$ cat config.mk
export PLATFORM = sky130hd
export DESIGN_NAME = mp_row_mac_flat
export DESIGN_NICKNAME = d
export VERILOG_FILES = /design/src/rtl/mp_row_mac_if.sv /design/src/rtl/mp_row_mac.sv /design/src/flat_wrapper.sv
export SDC_FILE = /design/constraint.sdc
export NUM_CORES = 2
export LEC_CHECK = 0
export ABC_AREA = 1
export CAP_MARGIN = 40
export CORE_ASPECT_RATIO = 0.9
export CORE_MARGIN = 2
export CORE_UTILIZATION = 25
export CTS_BUF_LIST = sky130_fd_sc_hd__clkbuf_8 sky130_fd_sc_hd__clkbuf_16
export DETAILED_ROUTE_END_ITERATION = 12
export GPL_TIMING_DRIVEN = 0
export HOLD_SLACK_MARGIN = 0.06
export SYNTH_ARGS = -nofsm -noshare
export SYNTH_HDL_FRONTEND = slang
export SYNTH_SLANG_ARGS = --single-unit
$ cat constraint.sdc
create_clock -name clk -period 9.32 [get_ports clk]
set_input_delay 1.864 -clock clk [delete_from_list [all_inputs] [get_ports clk]]
set_output_delay 1.864 -clock clk [all_outputs]
set_load 0.01 [all_outputs]
$ cat src/rtl/mp_row_mac_if.sv
// rtl/mp_row_mac_if.sv - RAM-side bus of the row MAC: A/Z read ports and result write port
interface mp_row_mac_if #(
    parameter int DATA_WIDTH = 32,
    parameter int ADDR_WIDTH = 5
);
    logic [ADDR_WIDTH-1:0] a_addr;
    logic [DATA_WIDTH-1:0] a_rdata;
    logic [ADDR_WIDTH-1:0] z_addr;
    logic [DATA_WIDTH-1:0] z_rdata;
    logic                  r_we;
    logic [ADDR_WIDTH-1:0] r_addr;
    logic [DATA_WIDTH-1:0] r_wdata;

    modport master (
        output a_addr, z_addr, r_we, r_addr, r_wdata,
        input  a_rdata, z_rdata
    );

    modport slave (
        input  a_addr, z_addr, r_we, r_addr, r_wdata,
        output a_rdata, z_rdata
    );
endinterface

$ cat src/rtl/mp_row_mac.sv
// rtl/mp_row_mac.sv - word-serial row multiply-accumulate: R + carry*2^(N*W) = A*b + (acc ? Z : 0)
module mp_row_mac #(
    parameter int DATA_WIDTH = 32,
    parameter int ADDR_WIDTH = 5
) (
    input  logic                  clk,
    input  logic                  rst_n,
    input  logic                  start,
    input  logic                  acc_en,
    input  logic [DATA_WIDTH-1:0] b_word,
    mp_row_mac_if.master          mem,
    output logic [DATA_WIDTH-1:0] carry_out,
    output logic                  busy,
    output logic                  done
);
    localparam int W2 = 2 * DATA_WIDTH;
    localparam logic [ADDR_WIDTH-1:0] LAST = '1;

    typedef enum logic [1:0] {IDLE, RUN, DRAIN, DONE} state_t;

    state_t                state;
    logic [ADDR_WIDTH-1:0] a_addr_q;
    logic [DATA_WIDTH-1:0] b_lat;
    logic                  acc_lat;
    logic                  rd_valid;
    logic [ADDR_WIDTH-1:0] rd_idx;
    logic [DATA_WIDTH-1:0] carry_q;
    logic                  r_we_q;
    logic [ADDR_WIDTH-1:0] r_addr_q;
    logic [DATA_WIDTH-1:0] r_wdata_q;
    logic [DATA_WIDTH-1:0] z_eff;
    logic [W2-1:0]         sum;

    // a*b + z + carry <= 2^(2W) - 1, so the double-width sum never overflows
    assign z_eff = acc_lat ? mem.z_rdata : '0;
    assign sum   = W2'(mem.a_rdata) * W2'(b_lat) + W2'(z_eff) + W2'(carry_q);

    assign mem.a_addr  = a_addr_q;
    assign mem.z_addr  = a_addr_q;
    assign mem.r_we    = r_we_q;
    assign mem.r_addr  = r_addr_q;
    assign mem.r_wdata = r_wdata_q;

    always_ff @(posedge clk or negedge rst_n) begin
        if (!rst_n) begin
            state     <= IDLE;
            a_addr_q  <= '0;
            b_lat     <= '0;
            acc_lat   <= 1'b0;
            rd_valid  <= 1'b0;
            rd_idx    <= '0;
            carry_q   <= '0;
            r_we_q    <= 1'b0;
            r_addr_q  <= '0;
            r_wdata_q <= '0;
            carry_out <= '0;
            busy      <= 1'b0;
            done      <= 1'b0;
        end else begin
            // read data arrives one cycle after the address; register the word sum the cycle after that
            rd_valid <= (state == RUN);
            rd_idx   <= a_addr_q;
            r_we_q   <= rd_valid;
            if (rd_valid) begin
                r_addr_q  <= rd_idx;
                r_wdata_q <= sum[DATA_WIDTH-1:0];
                carry_q   <= sum[W2-1:DATA_WIDTH];
            end
            done <= 1'b0;

            case (state)
                IDLE: begin
                    if (start) begin
                        state    <= RUN;
                        b_lat    <= b_word;
                        acc_lat  <= acc_en;
                        carry_q  <= '0;
                        a_addr_q <= '0;
                        busy     <= 1'b1;
                    end
                end
                RUN: begin
                    if (a_addr_q == LAST) begin
                        state <= DRAIN;
                    end else begin
                        a_addr_q <= a_addr_q + ADDR_WIDTH'(1);
                    end
                end
                DRAIN: begin
                    if (r_we_q && (r_addr_q == LAST)) begin
                        state     <= DONE;
                        busy      <= 1'b0;
                        done      <= 1'b1;
                        carry_out <= carry_q;
                    end
                end
                DONE: begin
                    state <= IDLE;
                end
                default: begin
                    state <= IDLE;
                end
            endcase
        end
    end
endmodule

$ cat src/flat_wrapper.sv
// flat-port wrapper written by rule: the top's interface ports become plain ports
module mp_row_mac_flat 
#(
    parameter int DATA_WIDTH = 32,
    parameter int ADDR_WIDTH = 5
)
  (clk, rst_n, start, acc_en, b_word, carry_out, busy, done, mem_a_addr, mem_z_addr, mem_r_we, mem_r_addr, mem_r_wdata, mem_a_rdata, mem_z_rdata);
  mp_row_mac_if #(.DATA_WIDTH(DATA_WIDTH), .ADDR_WIDTH(ADDR_WIDTH)) mem_i ();
  input  logic clk;
  input  logic rst_n;
  input  logic start;
  input  logic acc_en;
  input  logic [DATA_WIDTH-1:0] b_word;
  output logic [DATA_WIDTH-1:0] carry_out;
  output logic busy;
  output logic done;
  output wire logic [$bits(mem_i.a_addr)-1:0] mem_a_addr;
  output wire logic [$bits(mem_i.z_addr)-1:0] mem_z_addr;
  output wire logic [$bits(mem_i.r_we)-1:0] mem_r_we;
  output wire logic [$bits(mem_i.r_addr)-1:0] mem_r_addr;
  output wire logic [$bits(mem_i.r_wdata)-1:0] mem_r_wdata;
  input wire logic [$bits(mem_i.a_rdata)-1:0] mem_a_rdata;
  input wire logic [$bits(mem_i.z_rdata)-1:0] mem_z_rdata;
  assign mem_a_addr = mem_i.a_addr;
  assign mem_z_addr = mem_i.z_addr;
  assign mem_r_we = mem_i.r_we;
  assign mem_r_addr = mem_i.r_addr;
  assign mem_r_wdata = mem_i.r_wdata;
  assign mem_i.a_rdata = mem_a_rdata;
  assign mem_i.z_rdata = mem_z_rdata;
  mp_row_mac #(.DATA_WIDTH(DATA_WIDTH), .ADDR_WIDTH(ADDR_WIDTH)) u_core (.clk(clk), .rst_n(rst_n), .start(start), .acc_en(acc_en), .b_word(b_word), .mem(mem_i), .carry_out(carry_out), .busy(busy), .done(done));
endmodule
==> out/qor.csv <==
metric,value,unit
port_buffers,181,
fin_crit_sh,0.9867,
grt_pass1_vias,37774,
die_area,179500,µm²
drt_iter0_drc,3232,
finalMaxSlewViolations,0,
post-route-util,0.2877,
path_clk_slew,0.10,ns
syn_inst,5858,
grt-ovfl-total,0,
power.density,33.50,nW/µm²
status,finished clean,
hp-start,u_core.rd_valid,
synth.top_cell.area_share,0.4360,
fp-row-count,146,
grt_max_degree,84,
vdd_drop_max,0.0001704,V
cts.htree.levels,4,
worstSkewPairLatency,0.56,ns
hold_path_end,u_core.mem.r_we,
synthArstFlopShare,1.000,
ant_nets,0,
seq_area_frac_synth,0.08525,
cap_violations,0,
synth_area,44030,µm²
fin_setup_tns,0,ns
crit_type,in2reg,
cts.sinks,150,
cp.required,9.75,ns
reg2reg_to,u_core.carry_q[14],
ys_types,35,
dr_total_vias,37023,
hold_violations,0,
hold_path_depth,0,
synth_top_area_cell,fa_1,
postCtsSetupBuffers,0,
fin_nets,7473,
start_util,0.2508,
track_usage,0.1965,
grt_pass1_wl,253900,µm
cp_max_fo,10,
clockBufferDepth,2,
drc_errors,0,
ys_warn_count,0,
rsz0062_at_grt,yes,
ios,182,
layout-drive-gt1-share,0.03710,
drt-vias-per-instance,4.347,
fmax,108.7,MHz
cts_made_buffers,17,
setup_ws,0.1240,ns
min_period,9.196,ns
cts.hold.buffers_added,0,
cts_resized,11,
post-place-ws,-0.7989,ns
finClkSkew,0.04015,ns
r2r_slack,1.05,ns
cp-start-kind,input port,
root_buffer,clkbuf_16,
finalSetupViolCount,0,
synthFlopType,dfrtp_1,
slew_headroom,0.3702,
yosys_register_bits,150,
wl_per_cell,20.51,µm
worstMarginPinSlew,0.9447,ns
dp_hpwl,155500,µm
fillers,19065,
fp.dieH,402.1,µm
most-common-layout-cells,"inv_1 (1946), nand2_1 (1819), fa_1 (959)",
p_total,1.692,mW
ys_top_cells_by_area,"fa_1 (44%), inv_1 (17%), nand2_1 (16%)",
synthToLayoutAreaGrowth,14.72,%
worst_ep_arrival_time,9.63,ns
gp_congestion,0.9842,
cts_tree,built,
synth_nets,7198,
core,175600,µm²
layout_commonest_cell,inv_1,
r2r-start,u_core.b_lat[2],
antenna_found_initial,9,
final_cell_count_no_fill,8517,
drtPass1Iterations,6,
leakage,29.63,nW
reg2reg_depth,26,
cp-end-kind,flop,
hold_class,reg2reg,
finalWirelength,174700,µm
synth_edf_count,0,
fp.dieW,446.4,µm
syn_avg_cell_area,7.516,µm²
place_inst,8481,
[critical path, cell delays in order]
cell and delay (ns):
clkdlybuf4s50_1 0.76, clkbuf_2 0.42, nand2_1 0.10, inv_1 0.10
fa_1 0.44, fa_1 0.55, inv_1 0.05, fa_1 0.50
fa_1 0.57, inv_1 0.06, fa_1 0.48, fa_1 0.51
fa_1 0.54, fa_1 0.43, ha_1 0.44, nand2_1 0.18
nor2_1 0.24, nand2_1 0.11, inv_1 0.17, a21oi_1 0.09
nand2_1 0.24, nand2_1 0.12, nand3_1 0.08, nand3_1 0.34
nand2_1 0.16, inv_1 0.05
[worst max path at each step]
stage	start	to	depth (start not counted)
6_report	mem_a_rdata[29]	u_core.carry_q[14]	26
3_3_place_gp	mem_a_rdata[17]	u_core.carry_q[13]	24
5_1_grt	mem_a_rdata[8]	u_core.carry_q[13]	27
4_1_cts	mem_a_rdata[22]	u_core.carry_q[13]	28
2_1_floorplan	mem_a_rdata[22]	u_core.carry_q[15]	30
3_5_place_dp	mem_a_rdata[19]	u_core.carry_q[14]	26
[cell usage after synthesis (3+ instances only)]
cell type  instances
xnor2_1           31
fa_1             959
a21oi_1           78
nand4_1            7
nand2_2           14
inv_2              5
nand2_1         1819
nor3_2             8
clkbuf_8           3
clkbuf_1         245
nand3_2            5
o21bai_1           5
inv_1           1946
nor2_1           100
nor2_2            18
ha_1             281
buf_1              7
buf_4              5
o21ai_1            9
nor3_1             4
o21ai_0           67
nand3_1           75
dfrtp_1          150
[kinds of logic (layout without fill, tap and decap cells)]
kind of cell             Yosys count  count (layout)  synth area share
AO/OA/AOI/OAI                    166             166           0.01975
XOR/XNOR                          33              33          0.006564
adder cells (fa/ha/maj)         1240            1240            0.5159
buffers and inverters           2214            2502            0.1901
flip-flops                       150             150           0.08525
other                              0               3                 0
AND/OR/NAND/NOR                 2055            2055            0.1825
[metrics by stage]
stage               instance area, µm²  hold WS, ns
finish                           50510       0.4378
global route                     50510       0.4582
CTS                              50410       0.4501
detailed placement               49820       0.3979
global placement                 48810       0.3822
floorplan                        44030       0.3685
[layout make-up]
type | instances | area [µm²] | area share
clock inverter | 13 | 135.1 | 0.002675
multi-input combinational | 3494 | 31910 | 0.6317
antenna | 3 | 7.507 | 0.0001486
clock buffer | 19 | 452.9 | 0.008967
sequential | 150 | 3754 | 0.07431
timing repair buffer | 256 | 2850 | 0.05643
tap | 2368 | 2963 | 0.05866
buffer | 263 | 1119 | 0.02214
inverter | 1951 | 7323 | 0.1450
[routing by layer]
layer	up-vias	part of all wire	GRT usage
met2	1569	0.45	0.3093
met5	-	0.00021	0
met4	8	0.047	0.08046
li1	16570	-	-
met3	295	0.088	0.03805
met1	18581	0.41	0.2639
[state kept, by name (all words and copies together), names as in the netlist]
name	count
u_core.carry_q	32
u_core.busy	1
u_core.done	1
u_core.mem.a_addr	5
u_core.mem.r_addr	5
u_core.state	2
u_core.carry_out	32
u_core.rd_idx	5
u_core.acc_lat	1
u_core.mem.r_wdata	32
u_core.b_lat	32
u_core.rd_valid	1
u_core.mem.r_we	1
[where the power goes]
group	switching, mW	leakage (nW)	internal (mW)	total (mW)
logic	0.186	27.6	0.0724	0.258
registers	0.000988	1.76	0.651	0.652
clock network	0.392	0.289	0.389	0.781
total	0.579	29.6	1.11	1.69
(Power assumes the default switching activity.)
